$ cat src/rtl/e203_exu_rf_wbck_ctrl.sv
// Regfile write-port controller: arbitrates ALU and long-pipe writebacks onto one
// registered write port and tracks outstanding long-pipe destinations for dispatch.
module e203_exu_rf_wbck_ctrl #(
  parameter int XLEN       = 32,
  parameter int RFIDX_W    = 5,
  parameter int RFREG_NUM  = 32,
  parameter int STARVE_MAX = 4
) (
  input  logic               clk,
  input  logic               rst,
  input  logic               alu_wbck_i_valid,
  output logic               alu_wbck_i_ready,
  input  logic [XLEN-1:0]    alu_wbck_i_wdat,
  input  logic [RFIDX_W-1:0] alu_wbck_i_rdidx,
  input  logic               longp_wbck_i_valid,
  output logic               longp_wbck_i_ready,
  input  logic [XLEN-1:0]    longp_wbck_i_wdat,
  input  logic [RFIDX_W-1:0] longp_wbck_i_rdidx,
  input  logic               disp_longp_ena,
  input  logic [RFIDX_W-1:0] disp_rdidx,
  input  logic [RFIDX_W-1:0] disp_rs1idx,
  input  logic [RFIDX_W-1:0] disp_rs2idx,
  output logic               dep_rs1,
  output logic               dep_rs2,
  output logic               dep_rd,
  output logic               rf_wbck_o_ena,
  output logic [RFIDX_W-1:0] rf_wbck_o_rdidx,
  output logic [XLEN-1:0]    rf_wbck_o_wdat,
  output logic               sb_empty,
  output logic               sb_err
);

  localparam int CNT_W = 4;
  localparam logic [CNT_W-1:0] STARVE_LIM = CNT_W'(STARVE_MAX);

  logic [CNT_W-1:0]     starve_q, starve_d;
  logic                 alu_gnt, longp_gnt, hs;
  logic [RFIDX_W-1:0]   win_idx;
  logic [XLEN-1:0]      win_dat;
  logic                 ena_q, ena_d;
  logic [RFIDX_W-1:0]   idx_q, idx_d;
  logic [XLEN-1:0]      dat_q, dat_d;
  logic                 src_lp_q, src_lp_d;
  logic [RFREG_NUM-1:1] sb_q, sb_d;
  logic [RFREG_NUM-1:0] sb_full;
  logic                 err_q, err_d;
  logic                 set_en, clr_en;

  // Long-pipe wins unless the ALU has lost STARVE_MAX arbitrations in a row.
  assign alu_gnt   = alu_wbck_i_valid & (~longp_wbck_i_valid | (starve_q == STARVE_LIM));
  assign longp_gnt = longp_wbck_i_valid & ~alu_gnt;
  assign hs        = alu_gnt | longp_gnt;
  assign win_idx   = longp_gnt ? longp_wbck_i_rdidx : alu_wbck_i_rdidx;
  assign win_dat   = longp_gnt ? longp_wbck_i_wdat  : alu_wbck_i_wdat;

  assign alu_wbck_i_ready   = alu_gnt;
  assign longp_wbck_i_ready = longp_gnt;

  always_comb begin
    starve_d = starve_q;
    if (!alu_wbck_i_valid || alu_gnt) begin
      starve_d = '0;
    end else if (longp_gnt && (starve_q != STARVE_LIM)) begin
      starve_d = starve_q + CNT_W'(1);
    end
  end

  always_comb begin
    ena_d    = hs & (win_idx != '0);
    idx_d    = ena_d ? win_idx : idx_q;
    dat_d    = ena_d ? win_dat : dat_q;
    src_lp_d = ena_d & longp_gnt;
  end

  // Clear happens when the long-pipe write actually reaches the regfile; set wins over clear.
  assign set_en  = disp_longp_ena & (disp_rdidx != '0);
  assign clr_en  = ena_q & src_lp_q;
  assign sb_full = {sb_q, 1'b0};

  always_comb begin
    sb_d = sb_q;
    for (int i = 1; i < RFREG_NUM; i++) begin
      sb_d[i] = (set_en && (disp_rdidx == RFIDX_W'(i))) |
                (sb_q[i] & ~(clr_en && (idx_q == RFIDX_W'(i))));
    end
    err_d = err_q | (set_en & sb_full[disp_rdidx] & ~(clr_en && (idx_q == disp_rdidx)));
  end

  always_ff @(posedge clk or posedge rst) begin
    if (rst) begin
      starve_q <= '0;
      ena_q    <= 1'b0;
      idx_q    <= '0;
      dat_q    <= '0;
      src_lp_q <= 1'b0;
      sb_q     <= '0;
      err_q    <= 1'b0;
    end else begin
      starve_q <= starve_d;
      ena_q    <= ena_d;
      idx_q    <= idx_d;
      dat_q    <= dat_d;
      src_lp_q <= src_lp_d;
      sb_q     <= sb_d;
      err_q    <= err_d;
    end
  end

  assign dep_rs1         = sb_full[disp_rs1idx];
  assign dep_rs2         = sb_full[disp_rs2idx];
  assign dep_rd          = sb_full[disp_rdidx];
  assign rf_wbck_o_ena   = ena_q;
  assign rf_wbck_o_rdidx = idx_q;
  assign rf_wbck_o_wdat  = dat_q;
  assign sb_empty        = ~|sb_q;
  assign sb_err          = err_q;

endmodule

$ cat config.mk
export PLATFORM = sky130hd
export DESIGN_NAME = e203_exu_rf_wbck_ctrl
export DESIGN_NICKNAME = d
export VERILOG_FILES = /design/src/rtl/e203_exu_rf_wbck_ctrl.sv
export SDC_FILE = /design/constraint.sdc
export NUM_CORES = 1
export LEC_CHECK = 0
export ABC_AREA = 1
export BUFFER_PORTS_ARGS = -buffer_cell sky130_fd_sc_hd__buf_2
export CAP_MARGIN = 0
export CORE_MARGIN = 4
export CORE_UTILIZATION = 52
export DETAILED_ROUTE_END_ITERATION = 10
export PLACE_DENSITY_LB_ADDON = 0.12
export SKIP_LAST_GASP = 1
export SLEW_MARGIN = 30
export SYNTH_ARGS = -nofsm -noshare
export SYNTH_HDL_FRONTEND = slang
export SYNTH_SLANG_ARGS = --single-unit
export TNS_END_PERCENT = 20
$ cat constraint.sdc
create_clock -name clk -period 3.1 [get_ports clk]
set_clock_uncertainty 0.2 [all_clocks]
set_input_delay 0.31 -clock clk [delete_from_list [all_inputs] [get_ports clk]]
set_output_delay 0.31 -clock clk [all_outputs]
set_load 0.01 [all_outputs]
==> out/results.ini <==
[critical_path]
worst_r2r_path_depth=13
r2r-start=starve_q[0]$_DFFE_PP0P_
cp_top_family=simple AND/OR/NAND/NOR gates
path_cells=inv_1 > ha_1 > nand2_1 > nor2_2 > a21oi_2 > buf_4 > nand2_1 > nand2_1 > nand2_1 > nor2_1 > nand2_2 > nand3_1 > nand2_1
cp_num_buf_inv=2
cp.required_ns=3.14
cp_common_cell=nand2_1
crit_type=reg -> reg
critPathArrivalTime_ns=2.72
timing.rr.end=rf_wbck_o_wdat[25]$_DFFE_PP0P_
cp-end-kind=register
rrSetupSlack_ns=0.41
cp_slowest_stage_delay_ns=0.41
cp-start-kind=register
critPathMaxFanout=38
slowest_stage=dfrtp_1

[die]
die_area_sq_mm=0.0106
design.core.area_sq_mm=0.00872
row_count=34
initial_utilization_pct=53.6
ios=139
die_w_um=103
chipHeight_um=103

[sta]
finalSetupViolCount=0
period_minus_slack_ns=2.69
fmax_mhz=372
finalCritPeriodShare_pct=86.7
worst_pin_slew_ns=0.853
relSlewSlack_pct=43.0
rsz0062_at_grt=false
finalHoldViolations=0
drv_slew=0
final.setup.tns_ns=0

[power]
total_power_mw=3.01
peakVddDrop_v=0.000231
p_leak_nw=3.00
pwr_density_cell_mw_per_mm2=533

[final_layout]
final_common_cell=nand2_1
syn2layout_area_growth_pct=20.8
nNetsFinal=925
layout_common_cells=251 x nand2_1, 138 x buf_2, 91 x o21ai_0
instances_no_fill=942
layout-drive-gt1-share_pct=19.9
fin_util_pct=64.8
antenna_cells=0

[routing]
vias=5192
drtIter0Drc=362
drtAntennaViolNets=0
routedWlPerCell_um=14.8
drt_wl_total_um=13900
route.detailed.drc=0
viasPerCell=5.51
drtPass1Iterations=5

[place]
place_congestion=0.954
dpl.hpwl_um=10500
numPortBuffers=138
place_inst=925

[run]
cap_violations=0

[synthesis]
yosysUniqueCellTypes=30
synth_fp_nets=801
postSynthCellCount=705
yosysSeqAreaShare_pct=40.1
syn_area_per_cell_sq_um=6.63
synth.cell_area_sq_mm=0.00468
async_flop_share_pct=100
synth_edf_count=0
synth-seq-cells=75
ys.flop_type=dfrtp_1
ys_warn_count=0

[hold_path]
min_from=longp_wbck_i_wdat[17]
min_to=rf_wbck_o_wdat[17]$_DFFE_PP0P_
min_path_cells=5
min_path_type=in -> reg

[status]
status=complete, no violations

[cts]
clock_latency_ns=0.35
cts_max_level=3
cts_buffers=9
clk_pin_slew_worst_paths_ns=0.08
clockRootBuffer=clkbuf_8
postCtsSetupRepairBufs=0
tritoncts=built
clk_path_buf_depth=2
cts_sinks=75

[global_route]
grt_max_degree=41
grt_first_pass_wirelength_um=22700
grt_overflow=0
grt_antenna_before_repair=0
grt_pass1_vias=4909
grt.total_usage_pct=26.8

layer usage:
metal	GRT usage (%)	up-vias	routed length (um)
li1	-	2539	-
met3	5.48	33	1150
met2	43.3	238	6590
met4	10.8	0	323
met5	0	-	0
met1	35.4	2382	5830
what timing repair did:
item | CTS | global route
hold buffers | 1 | 0
endpoints found under the hold margin | 39 | 0
gates resized for setup | 0 | 0
cell type report:
type	count	area (sq um)
Sequential cell	75	1880
Timing Repair Buffer	145	771
Multi-Input combinational cell	534	2410
Fill cell	825	3070
Clock inverter	4	73.8
Inverter	64	240
Clock buffer	12	145
Tap cell	108	135
registers in the layout, summed over array words and instances (netlist names):
signal	flops
src_lp_q	1
rf_wbck_o_wdat	32
sb_q	31
rf_wbck_o_ena	1
starve_q	4
sb_err	1
rf_wbck_o_rdidx	5
through the flow:
step	cell area, sq um	setup WS (ns)	hold slack (ns)
2_1_floorplan	4680	0.680	0.217
3_3_place_gp	5420	0.598	0.247
3_5_place_dp	5420	0.411	0.246
4_1_cts	5650	0.401	0.0750
5_1_grt	5650	0.147	0.0930
6_report	5650	0.414	0.0796
logic make-up (layout without fill, tap and decap cells):
logic type	after synthesis	after routing	synth area share [%]
simple gates	390	390	33.9
compound gates	140	140	16.6
buf+inv	96	225	8.45
flops	75	75	40.1
fa+ha+maj	2	2	0.535
xor+xnor	2	2	0.375
worst max-delay path by stage:
stage | startpoint | depth (start not counted) | endpoint | slack (ns)
floorplan | rst | 1 | rf_wbck_o_ena$_DFF_PP0_ | 0.68
global placement | starve_q[0]$_DFFE_PP0P_ | 13 | rf_wbck_o_rdidx[3]$_DFFE_PP0P_ | 0.60
detailed placement | starve_q[0]$_DFFE_PP0P_ | 13 | rf_wbck_o_wdat[25]$_DFFE_PP0P_ | 0.41
CTS | starve_q[0]$_DFFE_PP0P_ | 13 | rf_wbck_o_wdat[25]$_DFFE_PP0P_ | 0.40
global route | starve_q[0]$_DFFE_PP0P_ | 13 | rf_wbck_o_wdat[25]$_DFFE_PP0P_ | 0.15
finish | starve_q[0]$_DFFE_PP0P_ | 13 | rf_wbck_o_wdat[25]$_DFFE_PP0P_ | 0.41
cells in the mapped netlist (all sizes together), types with 7 or more instances:
cell | instances | area (sq um)
a21oi | 18 | 93.8
buf | 11 | 76.3
clkbuf | 21 | 78.8
dfrtp | 75 | 1880
inv | 63 | 236
nand2 | 252 | 948
nand3 | 66 | 330
nor2 | 57 | 216
nor4 | 7 | 43.8
o211ai | 15 | 113
o21ai | 94 | 470
where the power goes:
part | switching [mW] | total, mW | internal [mW]
logic | 0.456 | 0.754 | 0.298
clock network | 0.365 | 0.841 | 0.477
registers | 0.248 | 1.42 | 1.17
total | 1.07 | 3.01 | 1.94
tightest hold or removal path, delay by kind of cell:
family | cells | cell delay, ns
AND/OR/NAND/NOR | 4 | 0.22
buffers and inverters | 1 | 0.07
Note: power is estimated with default switching activity, not from simulation.
